[src/rtl/wb_pkg.sv]
// Shared types for the writeback stage: write-back selector, FSM states, flag layout.
// Latency: n/a (types and constants only).
// Backpressure: n/a.
package wb_pkg;

    typedef enum logic [1:0] {
        NONE = 2'b00,
        REG  = 2'b01,
        MEM  = 2'b10,
        RSVD = 2'b11
    } wb_sel_t;

    typedef enum logic {
        IDLE     = 1'b0,
        MEM_WAIT = 1'b1
    } wb_state_t;

    // Bit positions inside the architectural flag register {za,zb,eq,gt,lt}.
    localparam int FLAG_ZA = 4;
    localparam int FLAG_ZB = 3;
    localparam int FLAG_EQ = 2;
    localparam int FLAG_GT = 1;
    localparam int FLAG_LT = 0;
    localparam int FLAG_W  = 5;

    typedef logic [FLAG_W-1:0] flags_t;

endpackage

[src/rtl/wb_stage_if.sv]
// Execute-to-writeback result bus: one ALU result per valid/ready handshake.
// Latency: n/a (wires only).
// Backpressure: the writeback side drives in_ready; the execute side holds its result while it is low.
interface wb_stage_if;
    import wb_pkg::*;

    logic        in_valid;
    logic        in_ready;
    logic [15:0] alu_in;
    logic [15:0] addr_in;
    wb_sel_t     wb_sel;
    logic        flag_en;
    logic        za_in;
    logic        zb_in;
    logic        eq_in;
    logic        gt_in;
    logic        lt_in;

    // Execute stage side.
    modport master (
        output in_valid, alu_in, addr_in, wb_sel, flag_en,
        output za_in, zb_in, eq_in, gt_in, lt_in,
        input  in_ready
    );

    // Writeback stage side.
    modport slave (
        input  in_valid, alu_in, addr_in, wb_sel, flag_en,
        input  za_in, zb_in, eq_in, gt_in, lt_in,
        output in_ready
    );

endinterface

[src/rtl/wb_mem_ctrl.sv]
// Store engine: holds one 16-bit store on mem_req until mem_ack or timeout.
// Latency: mem_req rises 1 cycle after start; done/timeout are same-cycle combinational pulses.
// Backpressure: busy is high for the whole MEM_WAIT period so the parent can stall upstream.
module wb_mem_ctrl
    import wb_pkg::*;
#(
    parameter int MEM_TIMEOUT = 16
) (
    input  logic        clk,
    input  logic        rst,
    input  logic        start,
    input  logic [15:0] start_addr,
    input  logic [15:0] start_data,
    input  logic        mem_ack,
    output logic        busy,
    output logic        mem_req,
    output logic [15:0] mem_addr,
    output logic [15:0] mem_wdata,
    output logic        done,
    output logic        timeout
);

    localparam logic [7:0] TIMEOUT_CNT = 8'(MEM_TIMEOUT);

    wb_state_t  state_q;
    wb_state_t  state_d;
    logic [7:0] cnt_q;
    logic [7:0] cnt_d;
    logic [7:0] cnt_inc;

    // State, wait counter and the latched store address/data.
    always_ff @(posedge clk) begin
        if (rst) begin
            state_q   <= IDLE;
            cnt_q     <= '0;
            mem_req   <= 1'b0;
            mem_addr  <= '0;
            mem_wdata <= '0;
        end else begin
            state_q <= state_d;
            cnt_q   <= cnt_d;
            mem_req <= (state_d == MEM_WAIT);
            if (start) begin
                mem_addr  <= start_addr;
                mem_wdata <= start_data;
            end
        end
    end

    // Next state: ack beats a coinciding timeout; the counter counts unacked request cycles.
    always_comb begin
        state_d = state_q;
        cnt_d   = cnt_q;
        done    = 1'b0;
        timeout = 1'b0;
        cnt_inc = cnt_q + 8'd1;
        case (state_q)
            IDLE: begin
                if (start) begin
                    state_d = MEM_WAIT;
                    cnt_d   = '0;
                end
            end
            MEM_WAIT: begin
                if (mem_ack) begin
                    done    = 1'b1;
                    state_d = IDLE;
                end else if (cnt_inc == TIMEOUT_CNT) begin
                    timeout = 1'b1;
                    state_d = IDLE;
                end else begin
                    cnt_d = cnt_inc;
                end
            end
            default: state_d = IDLE;
        endcase
    end

    assign busy = (state_q == MEM_WAIT);

endmodule

[src/rtl/wb_stage.sv]
// Writeback stage: retires ALU results to the register file, the flag register or data memory.
// Latency: register write and flag update 1 cycle after accept; stores occupy 2..MEM_TIMEOUT+1 cycles.
// Backpressure: in_ready is low during reset and while a store is outstanding.
module wb_stage
    import wb_pkg::*;
#(
    parameter int REG_AW      = 3,
    parameter int MEM_TIMEOUT = 16
) (
    input  logic              clk,
    input  logic              rst,
    wb_stage_if.slave         up,
    output logic              rf_we,
    output logic [REG_AW-1:0] rf_waddr,
    output logic [15:0]       rf_wdata,
    output logic              mem_req,
    output logic [15:0]       mem_addr,
    output logic [15:0]       mem_wdata,
    input  logic              mem_ack,
    output flags_t            flags_q,
    output logic [15:0]       retired,
    output logic              err
);

    logic   accept;
    logic   mem_busy;
    logic   mem_done;
    logic   mem_timeout;
    logic   retire;
    logic   set_err;
    flags_t flags_in;

    assign up.in_ready = !mem_busy && !rst;
    assign accept      = up.in_valid && up.in_ready;

    // Pack the compare flags into their architectural bit positions.
    always_comb begin
        flags_in          = '0;
        flags_in[FLAG_ZA] = up.za_in;
        flags_in[FLAG_ZB] = up.zb_in;
        flags_in[FLAG_EQ] = up.eq_in;
        flags_in[FLAG_GT] = up.gt_in;
        flags_in[FLAG_LT] = up.lt_in;
    end

    assign retire  = (accept && (up.wb_sel == NONE || up.wb_sel == REG)) || mem_done;
    assign set_err = (accept && up.wb_sel == RSVD) || mem_timeout;

    wb_mem_ctrl #(
        .MEM_TIMEOUT (MEM_TIMEOUT)
    ) u_mem_ctrl (
        .clk        (clk),
        .rst        (rst),
        .start      (accept && up.wb_sel == MEM),
        .start_addr (up.addr_in),
        .start_data (up.alu_in),
        .mem_ack    (mem_ack),
        .busy       (mem_busy),
        .mem_req    (mem_req),
        .mem_addr   (mem_addr),
        .mem_wdata  (mem_wdata),
        .done       (mem_done),
        .timeout    (mem_timeout)
    );

    // Register-file write port, flag register, retire counter and sticky error.
    always_ff @(posedge clk) begin
        if (rst) begin
            rf_we    <= 1'b0;
            rf_waddr <= '0;
            rf_wdata <= '0;
            flags_q  <= '0;
            retired  <= '0;
            err      <= 1'b0;
        end else begin
            rf_we <= accept && (up.wb_sel == REG);
            if (accept && up.wb_sel == REG) begin
                rf_waddr <= up.addr_in[REG_AW-1:0];
                rf_wdata <= up.alu_in;
            end
            if (accept && up.flag_en) begin
                flags_q <= flags_in;
            end
            if (retire) begin
                retired <= retired + 16'd1;
            end
            if (set_err) begin
                err <= 1'b1;
            end
        end
    end

endmodule

[src/flat_wrapper.sv]
// flat-port wrapper written by rule: the top's interface ports become plain ports
module wb_stage_flat import wb_pkg::*;
#(
    parameter int REG_AW      = 3,
    parameter int MEM_TIMEOUT = 16
)
  (clk, rst, rf_we, rf_waddr, rf_wdata, mem_req, mem_addr, mem_wdata, mem_ack, flags_q, retired, err, up_in_valid, up_alu_in, up_addr_in, up_wb_sel, up_flag_en, up_za_in, up_zb_in, up_eq_in, up_gt_in, up_lt_in, up_in_ready);
  wb_stage_if up_i ();
  input  logic clk;
  input  logic rst;
  output logic rf_we;
  output logic [REG_AW-1:0] rf_waddr;
  output logic [15:0] rf_wdata;
  output logic mem_req;
  output logic [15:0] mem_addr;
  output logic [15:0] mem_wdata;
  input  logic mem_ack;
  output flags_t flags_q;
  output logic [15:0] retired;
  output logic err;
  input wire logic [$bits(up_i.in_valid)-1:0] up_in_valid;
  input wire logic [$bits(up_i.alu_in)-1:0] up_alu_in;
  input wire logic [$bits(up_i.addr_in)-1:0] up_addr_in;
  input wire logic [$bits(up_i.wb_sel)-1:0] up_wb_sel;
  input wire logic [$bits(up_i.flag_en)-1:0] up_flag_en;
  input wire logic [$bits(up_i.za_in)-1:0] up_za_in;
  input wire logic [$bits(up_i.zb_in)-1:0] up_zb_in;
  input wire logic [$bits(up_i.eq_in)-1:0] up_eq_in;
  input wire logic [$bits(up_i.gt_in)-1:0] up_gt_in;
  input wire logic [$bits(up_i.lt_in)-1:0] up_lt_in;
  output wire logic [$bits(up_i.in_ready)-1:0] up_in_ready;
  assign up_i.in_valid = up_in_valid;
  assign up_i.alu_in = up_alu_in;
  assign up_i.addr_in = up_addr_in;
  assign up_i.wb_sel = up_wb_sel;
  assign up_i.flag_en = up_flag_en;
  assign up_i.za_in = up_za_in;
  assign up_i.zb_in = up_zb_in;
  assign up_i.eq_in = up_eq_in;
  assign up_i.gt_in = up_gt_in;
  assign up_i.lt_in = up_lt_in;
  assign up_in_ready = up_i.in_ready;
  wb_stage #(.REG_AW(REG_AW), .MEM_TIMEOUT(MEM_TIMEOUT)) u_core (.clk(clk), .rst(rst), .up(up_i), .rf_we(rf_we), .rf_waddr(rf_waddr), .rf_wdata(rf_wdata), .mem_req(mem_req), .mem_addr(mem_addr), .mem_wdata(mem_wdata), .mem_ack(mem_ack), .flags_q(flags_q), .retired(retired), .err(err));
endmodule
[config.mk]
export PLATFORM = sky130hd
export DESIGN_NAME = wb_stage_flat
export DESIGN_NICKNAME = d
export VERILOG_FILES = /design/src/rtl/wb_pkg.sv /design/src/rtl/wb_stage_if.sv /design/src/rtl/wb_mem_ctrl.sv /design/src/rtl/wb_stage.sv /design/src/flat_wrapper.sv
export SDC_FILE = /design/constraint.sdc
export NUM_CORES = 1
export LEC_CHECK = 0
export CORE_MARGIN = 10
export CORE_UTILIZATION = 25
export CTS_CLUSTER_DIAMETER = 150
export DETAILED_ROUTE_END_ITERATION = 6
export HOLD_SLACK_MARGIN = 0.05
export PLACE_DENSITY = 0.51
export SYNTH_ARGS = -nofsm -noshare
export SYNTH_HDL_FRONTEND = slang
export SYNTH_SLANG_ARGS = --single-unit
[constraint.sdc]
create_clock -name clk -period 2.8 [get_ports clk]
set_input_delay 0.28 -clock clk [delete_from_list [all_inputs] [get_ports clk]]
set_output_delay 0.28 -clock clk [all_outputs]
set_load 0.01 [all_outputs]
==> Yosys cells after proc, flatten, opt, wreduce, memory -nomap -nowiden <==
Index checks and enable logic that the tools add are counted.
{ "word_totals": {"regBits": 83, "inputBits": 44, "out_inout_bits": 76, "elab_cells": 47} }
{ "classes": {"addsub": 2, "n_eq_ne": 7, "mux": 13, "bitwise_logic": 1, "reduce_logical": 14} }
{ "ops": {"columns": ["op", "count"], "rows": [
  ["$mux 8", 3],
  ["$add 16x1->16 const B", 1],
  ["$pmux 8 s2", 1],
  ["$add 8x1->8 const B", 1],
  ["$eq 8x5->1 const B", 1],
  ["$mux 1", 8],
  ["$logic_and 1x1->1", 7],
  ["$ne 2x2->1 const B", 3],
  ["$eq 2x2->1 const B", 2],
  ["$logic_or 1x1->1", 3],
  ["$reduce_and 3->1", 1],
  ["$eq 2x1->1 const B", 1],
  ["$logic_not 1->1", 2],
  ["$logic_not 2->1", 1],
  ["$pmux 1 s2", 1],
  ["$not 1->1", 1]
]} }

==> Logic depth before layout (Yosys ltp) <==
Gate-level depths: netlist (run 1).
{ "depth": {"ltp_word": 6, "mapped_depth": 8, "mapped_depth_nobuf": 6} }

==> Modules after synthesis <==
From an unflattened synthesis (run 1), not the netlist that was laid out.
{ "unflattened": {"cells_unflattened": 380, "area_unflattened_um2": 3483.3} }
{ "by_module_without_submodules": {"columns": ["module", "instances", "cells_per_inst", "area_each_um2", "seq_area_each_um2"], "rows": [
  ["wb_mem_ctrl", 1, 187, 1800.5, 820.8],
  ["wb_stage", 1, 193, 1682.9, 840.8]
]} }

==> Least setup slack after synthesis (run 1) <==
No wires, ideal clock.
{ "synth_timing": {"kind": "input port to flip-flop", "from": "in rst", "to": "reg u_core.retired[14]", "t_arrival_ns": 1.812, "setup_slack_ns": 0.918, "path_stages": 6, "cell_sequence": "buf_6 -> or4b_4 -> a211oi_4 -> nand2_2 -> or3_1 -> a21oi_1"} }
{ "synth_between": {"elab_chain_len": 5} }
{ "synth_rtl": {"columns": ["element", "line", "text"], "rows": [
  ["start, declared", "flat_wrapper.sv:10", "input logic rst;"],
  ["$logic_not 1->1", "wb_stage.sv:33", "assign up.in_ready = !mem_busy && !rst;"],
  ["$logic_and 1x1->1", "wb_stage.sv:33", null],
  ["$logic_and 1x1->1", "wb_stage.sv:34", "assign accept = up.in_valid && up.in_ready;"],
  ["$logic_and 1x1->1", "wb_stage.sv:46", "assign retire = (accept && (up.wb_sel == NONE || up.wb_sel == REG)) || mem_done;"],
  ["$logic_or 1x1->1", "wb_stage.sv:46", null],
  ["end signal, assigned", "wb_stage.sv:85", "retired <= retired + 16'd1;"],
  ["end, declared", "wb_stage.sv:21", "output logic [15:0] retired,"]
]} }
Parallel ways exist; a longest one is shown, timed or not.
A chain may end at the register's enable or synchronous reset.

==> Worst setup path after layout (run 1) <==
{ "layout_timing": {"from": "reg u_core.u_mem_ctrl.state_q, in the netlist u_core.u_mem_ctrl.busy", "to": "reg u_core.retired[14]"} }
{ "layout_between": {"elab_chain_len": 5} }
{ "layout_rtl": {"columns": ["element", "line", "text"], "rows": [
  ["start, declared", "wb_mem_ctrl.sv:25", "wb_state_t state_q;"],
  ["start signal, assigned", "wb_mem_ctrl.sv:40", "state_q <= state_d;"],
  ["$logic_not 1->1", "wb_stage.sv:33", null],
  ["$logic_and 1x1->1", "wb_stage.sv:33", null],
  ["$logic_and 1x1->1", "wb_stage.sv:34", null],
  ["$logic_and 1x1->1", "wb_stage.sv:46", null],
  ["$logic_or 1x1->1 (*)", "wb_stage.sv:46", null]
]} }
Mark *: on every way between the ends. The rest lies on a longest branch, timed or not.

==> results of run 1 <==
[per-stage QoR]
step                      utilization, %  instance area, sq um  std cells
after floorplan                        -                  3330        407
after global placement              35.6                  4680        681
after detailed placement            35.6                  4680        681
after CTS                           38.1                  5000        697
after global routing                38.1                  5000        697
final                               38.1                  5000        697
[synthesized netlist by cell type]
library cell	instances
sky130_fd_sc_hd__a41oi_1	1
sky130_fd_sc_hd__nor4_1	1
sky130_fd_sc_hd__nand4b_1	3
sky130_fd_sc_hd__o311ai_0	2
sky130_fd_sc_hd__o21ai_0	7
sky130_fd_sc_hd__and3_1	3
sky130_fd_sc_hd__a211o_1	1
sky130_fd_sc_hd__nand2b_1	2
sky130_fd_sc_hd__a211oi_4	1
sky130_fd_sc_hd__and2_1	2
sky130_fd_sc_hd__a311oi_1	1
sky130_fd_sc_hd__xnor2_1	4
sky130_fd_sc_hd__nand2_2	1
sky130_fd_sc_hd__dfxtp_1	83
sky130_fd_sc_hd__nand3b_1	2
sky130_fd_sc_hd__a21o_1	2
sky130_fd_sc_hd__o211ai_1	1
sky130_fd_sc_hd__nor3_1	3
sky130_fd_sc_hd__buf_6	1
sky130_fd_sc_hd__ha_1	3
sky130_fd_sc_hd__o2bb2ai_1	1
sky130_fd_sc_hd__a211oi_1	1
sky130_fd_sc_hd__inv_1	5
sky130_fd_sc_hd__nand2_1	112
sky130_fd_sc_hd__and4b_1	1
sky130_fd_sc_hd__a21oi_1	59
sky130_fd_sc_hd__nor2_1	24
sky130_fd_sc_hd__or3_1	4
sky130_fd_sc_hd__buf_2	1
sky130_fd_sc_hd__nor2b_1	3
sky130_fd_sc_hd__a22o_1	1
sky130_fd_sc_hd__a21oi_4	1
sky130_fd_sc_hd__nand3_1	11
sky130_fd_sc_hd__buf_1	1
sky130_fd_sc_hd__and4_1	2
sky130_fd_sc_hd__clkbuf_1	24
sky130_fd_sc_hd__nand4_1	8
sky130_fd_sc_hd__a31oi_1	3
sky130_fd_sc_hd__or4b_4	1
sky130_fd_sc_hd__mux2i_1	7
sky130_fd_sc_hd__or2_2	1
sky130_fd_sc_hd__xor2_1	12
[critical path, cell delays in order, from the launching register on]
cell and delay (ns):
sky130_fd_sc_hd__dfxtp_1 0.46, sky130_fd_sc_hd__or4b_4 0.65, sky130_fd_sc_hd__a211oi_4 0.38, sky130_fd_sc_hd__nand2_2 0.09
sky130_fd_sc_hd__or3_1 0.36, sky130_fd_sc_hd__a21oi_1 0.14
[flip-flops by register name (all words and copies together), names as in the netlist]
signal,cells
u_core.retired,16
u_core.rf_wdata,16
u_core.u_mem_ctrl.mem_addr,16
u_core.u_mem_ctrl.mem_wdata,16
u_core.u_mem_ctrl.cnt_q,8
u_core.flags_q,5
u_core.rf_waddr,3
u_core.err,1
u_core.rf_we,1
u_core.u_mem_ctrl.busy,1
[logic make-up (layout without fill, tap and decap cells)]
logic type | count (synthesis) | after routing | share of synthesized area, %
and+or+nand+nor | 184 | 184 | 24.6
DFF | 83 | 83 | 49.8
AOI/OAI and AO/OA | 82 | 82 | 14.3
buffers and inverters | 32 | 146 | 3.86
xor gates and xnor gates | 16 | 16 | 4.20
muxes | 7 | 7 | 2.10
adders and majority gates | 3 | 3 | 1.13
[per-layer routing]
layer / vias up / global-route usage, %
met2: 92 / 17.9
met4: 0 / 3.95
met5: - / 0
met3: 12 / 6.16
met1: 1438 / 13.0
li1: 1583 / -
[cell type report]
type	instances	share of cell area, %
clock buffers	11	5.05
multi-input cells	292	30.9
clock inverters	5	1.50
inverters	5	0.375
flip-flops and latches	83	33.2
repair buffers	125	24.6
well taps	176	4.40
[path summary, 6_finish.rpt]
path,startpoint,endpoint,cells after the start,slack (ns)
max,u_core.u_mem_ctrl.busy,u_core.retired[14],5,0.65
min,rst,u_core.retired[1],2,0.18
max reg2reg,u_core.u_mem_ctrl.busy,u_core.retired[14],5,0.65
min reg2reg,u_core.u_mem_ctrl.mem_wdata[12],u_core.u_mem_ctrl.mem_wdata[12],2,0.45
[power by group through the flow]
stage | clock (uW) | sequential (uW) | combinational (uW)
floorplan | 0 | 1250 | 65.3
global placement | 0 | 1240 | 201
detailed placement | 0 | 1240 | 203
CTS | 1340 | 1210 | 204
global route | 1380 | 1220 | 219
finish | 1290 | 1210 | 200
==> impl_metrics.tcl, run 1 <==
set metrics [dict create \
    startpoint_class "flop" \
    hpwl_mm 7.43 \
    critical_path_peak_fanout 12 \
    seq_area_frac_synth_pct 49.8 \
    hp-class "in -> reg" \
    cts.htree.levels 3 \
    drcViolationCount 0 \
    clock_tree.root_cell "sky130_fd_sc_hd__clkbuf_16" \
    holdBufCountCts 0 \
    cts.sink_count 83 \
    post_route_cells_drive_above_1_share_pct 5.37 \
    power.internal_uw 2140 \
    combPwrFrac_pct 7.4 \
    n_antenna_cell 0 \
    cp_data_required_time_ns 3.06 \
    postSynthCellCount 407 \
    element_type_at_the_critical_path_end "flop" \
    fin_crit_ns 2.15 \
    gr-usage-all-layers_pct 11.4 \
    via_count 3125 \
    clockBufferDepth 2 \
    grt_max_degree 87 \
    leading_cell_types_by_total_area_after_synthesis "sky130_fd_sc_hd__dfxtp_1, sky130_fd_sc_hd__nand2_1, sky130_fd_sc_hd__a21oi_1, sky130_fd_sc_hd__xor2_1, sky130_fd_sc_hd__clkbuf_1" \
    avgRoutedWirePerCell_microns 14.9 \
    final_min_period_over_clock_period_pct 76.8 \
    hold_viol 0 \
    final_cell_mix "sky130_fd_sc_hd__clkdlybuf4s50_1, sky130_fd_sc_hd__nand2_1, sky130_fd_sc_hd__dfxtp_1" \
    gp_congestion 0.851 \
    cts_repair_resize_count 0 \
    power_frac_clock_pct 47.6 \
    yosysUniqueCellTypes 42 \
    cts_bufs_inserted 9 \
    power_density_normalized_to_cell_area_mw_per_mm2 540 \
    vdd_ir_drop_max_v 0.000329 \
    final_net_count 563 \
    multiInputGateArea_sq_mm 0.00154 \
    grt.overflow.total 0 \
    swShare_pct 20.9 \
    dieWidth_microns 135 \
    timing.max_slew.rel_slack_pct 40.5 \
    dieHeight_microns 135 \
    grt_pass1_vias 3111 \
    dr.pass1.iters 4 \
    clock.fmax_mhz 465 \
    antenna_found_initial 0 \
    yosys_warnings 0 \
    tritoncts "done" \
    layout.cells.most_common "sky130_fd_sc_hd__clkdlybuf4s50_1" \
    drt-vias-per-instance 4.48 \
    met2RoutedLength_mm 4.69 \
    worst_pin_slew_ns 0.893 \
    power_uw 2700 \
    worst-endpoint-arrival_ns 2.41 \
    top_layer "met4" \
    postRouteAntennaNets 0 \
    synth_top_area_share_pct 49.8 \
    seq_area_sq_mm 0.00166 \
    drt-initial-drc-count 153 \
    postLayoutSetupSlackWorst_ns 0.648 \
    clk_latency_ns 0.34 \
    outcome "complete, no violations" \
    clock_pin_slew_of_the_registers_on_the_worst_case_setup_and_hold_paths_ns 0.06 \
    detailedPlace.worstSlack_ns 0.382 \
    timing.setup.tns_ns 0 \
    max_cap_violations 0 \
    post_cts_buffers 0 \
    die_area_sq_mm 0.0184 \
    cell_type_contributing_the_most_total_cell_area_after_synthesis "sky130_fd_sc_hd__dfxtp_1" \
    global_route_wire_length_before_repair_mm 16.5 \
    drv_slew 0 \
    met1_length_mm 4.57 \
    timing.setup.critical_path_class "reg -> reg" \
    sequentialPowerShare_pct 45.0 \
    fin_worst_hold_slack_ns 0.181 \
    area_growth_syn_to_layout_pct 50.1 \
    synthesis.area_sq_mm 0.00333 \
    final.fill_count 1341 \
    core.rowCount 42 \
    grt_setup_unrepaired "false" \
    io_pins 120 \
    mappedNetlistNets 454 \
    portBuffers 119 \
    totalWireLength_mm 10.4 \
    syn_area_per_cell_sq_um 8.19 \
    setup-violations-final 0 \
    clock_skew_ns 0.00621 \
    route.met3.wl_mm 1.01 \
    synth_seq_cells 83 \
    switching_power_uw 564 \
    design.core.area_sq_mm 0.0131 \
    power.static_leakage_uw 0.00169 \
    initial_utilization_pct 25.4 \
]
(Power assumes the default switching activity.)
==> run 2, diff against run 1 <==
==> constraint.sdc (replaced) <==
create_clock -name clk -period 2.1 [get_ports clk]
set_input_delay 0.21 -clock clk [delete_from_list [all_inputs] [get_ports clk]]
set_output_delay 0.21 -clock clk [all_outputs]
set_load 0.01 [all_outputs]
==> impl_metrics.tcl, run 2 (synthesis gave the netlist of run 1 again) <==
set metrics [dict create \
    clock.fmax_mhz 505 \
    dieWidth_microns 135 \
    cp-startpoint "u_core.u_mem_ctrl.cnt_q[3]" \
    timing.max_slew.rel_slack_pct 37.4 \
    area_growth_syn_to_layout_pct 53.1 \
    max_cap_violations 0 \
    hold_viol 0 \
    reg2reg_setup_slack_ns 0.12 \
    setup-violations-final 0 \
    fin_crit_ns 1.98 \
    drt-initial-drc-count 152 \
    gp_congestion 0.782 \
    postLayoutSetupSlackWorst_ns 0.120 \
    design.core.area_sq_mm 0.0131 \
    dieHeight_microns 135 \
    final.fill_count 1375 \
    timing.critical_path.slowest_stage_cell "sky130_fd_sc_hd__dfxtp_1" \
    worst_r2r_endpoint "u_core.u_mem_ctrl.cnt_q[5]" \
    timing.reg2reg.worst_path_depth 5 \
    startpoint_class "flop" \
    timing.setup.tns_ns 0 \
    finalCoreUtilization_pct 38.8 \
    critical_path_peak_fanout 8 \
    holdBufCountCts 0 \
    totalWireLength_mm 10.6 \
    postRouteAntennaNets 0 \
    global_route_wire_length_before_repair_mm 17.0 \
    post_cts_buffers 0 \
    grt.overflow.total 0 \
    cts_repair_resize_count 0 \
    drt-vias-per-instance 4.48 \
    final_cell_mix "sky130_fd_sc_hd__clkdlybuf4s50_1, sky130_fd_sc_hd__nand2_1, sky130_fd_sc_hd__dfxtp_1" \
    hp-class "in -> reg" \
    worst_pin_slew_ns 0.939 \
    grt_pass1_vias 3191 \
    clock_tree.root_cell "sky130_fd_sc_hd__clkbuf_16" \
    drv_slew 0 \
    antenna_found_initial 0 \
    final_min_period_over_clock_period_pct 94.3 \
    drcViolationCount 0 \
    power.static_leakage_uw 0.00175 \
    clockBufferDepth 2 \
    core.rowCount 42 \
    io_pins 120 \
    cts_bufs_inserted 9 \
    power_density_normalized_to_cell_area_mw_per_mm2 699 \
    outcome "complete, no violations" \
    tritoncts "done" \
    hpwl_mm 7.53 \
    clock_skew_ns 0.00718 \
    gr-usage-all-layers_pct 11.7 \
    vdd_ir_drop_max_v 0.000454 \
    cts.htree.levels 3 \
    max_stage_delay_ns 0.48 \
    portBuffers 119 \
    clock_pin_slew_of_the_registers_on_the_worst_case_setup_and_hold_paths_ns 0.06 \
    timing.setup.critical_path_class "reg -> reg" \
    path_cells "nand4_1 > xor2_2 > a211o_1 > nand3_1 > o311ai_0" \
    grt_max_degree 88 \
    r2r-start "u_core.u_mem_ctrl.cnt_q[3]" \
    element_type_at_the_critical_path_end "flop" \
    die_area_sq_mm 0.0184 \
    timing.hold.worst.start "up_addr_in[15]" \
    crit_path_end "u_core.u_mem_ctrl.cnt_q[5]" \
    dr.pass1.iters 4 \
    initial_utilization_pct 25.4 \
    post_route_cells_drive_above_1_share_pct 7.49 \
    cts.sink_count 83 \
    worst-endpoint-arrival_ns 2.22 \
    detailedPlace.worstSlack_ns -0.0938 \
    cp_data_required_time_ns 2.34 \
    final_net_count 576 \
    grt_setup_unrepaired "true" \
    clk_latency_ns 0.35 \
    n_antenna_cell 0 \
    via_count 3183 \
    avgRoutedWirePerCell_microns 14.9 \
    layout.cells.most_common "sky130_fd_sc_hd__clkdlybuf4s50_1" \
]
[run 2: cell types whose count changed in the layout (fill, tap and decap cells not counted), sizes merged]
cell	delta
buf	+13
clkinvlp	+1
clkinv	-1
[run 2: worst min-delay path by stage]
| stage | to | slack, ns | cells past startpoint |
|---|---|---|---|
| after floorplan | u_core.rf_waddr[0] | 0.35 | 2 |
| after global placement | u_core.u_mem_ctrl.mem_addr[12] | 0.44 | 2 |
| after detailed placement | u_core.u_mem_ctrl.mem_wdata[3] | 0.45 | 2 |
| after CTS | u_core.u_mem_ctrl.mem_addr[15] | 0.40 | 3 |
| after global routing | u_core.u_mem_ctrl.mem_addr[15] | 0.43 | 3 |
| final | u_core.u_mem_ctrl.mem_addr[15] | 0.41 | 3 |
[run 2: per-layer routing]
metal	share of wire, %	wire, microns	vias to the layer above	track usage (%)
met5	0	0	-	0
met4	0.98	104	0	3.29
met3	10	1060	9	6.64
met2	46	4880	91	18.6
met1	43	4520	1477	13.1
li1	-	-	1606	-
[run 2: final cells by class]
type	instances	area (sq um)	area share [%]
clock buffer	11	233	4.56
clock inverter	5	77.6	1.52
inverter	5	18.8	0.368
multi-input combinational	292	1550	30.4
sequential	83	1660	32.6
tap	176	220	4.31
timing repair buffer	138	1340	26.3
[run 2: report_power, final]
group,internal [uW],total (uW),switching [uW]
sequential,1600,1620,15.7
combinational,153,276,122
clock,1040,1670,636
total,2790,3570,774
[run 2: critical path: cells and delay by family, from the launching register on]
kind             cells  cell delay, ns
AO/OA/AOI/OAI        2            0.61
flip-flops           1            0.48
AND/OR/NAND/NOR      2            0.50
XOR/XNOR             1            0.28
[run 2: through the flow]
step | area (sq um) | total power (uW) | hold slack (ns) | std cells
after detailed placement | 4790 | 1930 | 0.447 | 694
after global placement | 4790 | 1930 | 0.442 | 694
after floorplan | 3330 | 1750 | 0.346 | 407
after global routing | 5100 | 3730 | 0.426 | 710
after CTS | 5100 | 3630 | 0.400 | 710
final | 5100 | 3570 | 0.412 | 710
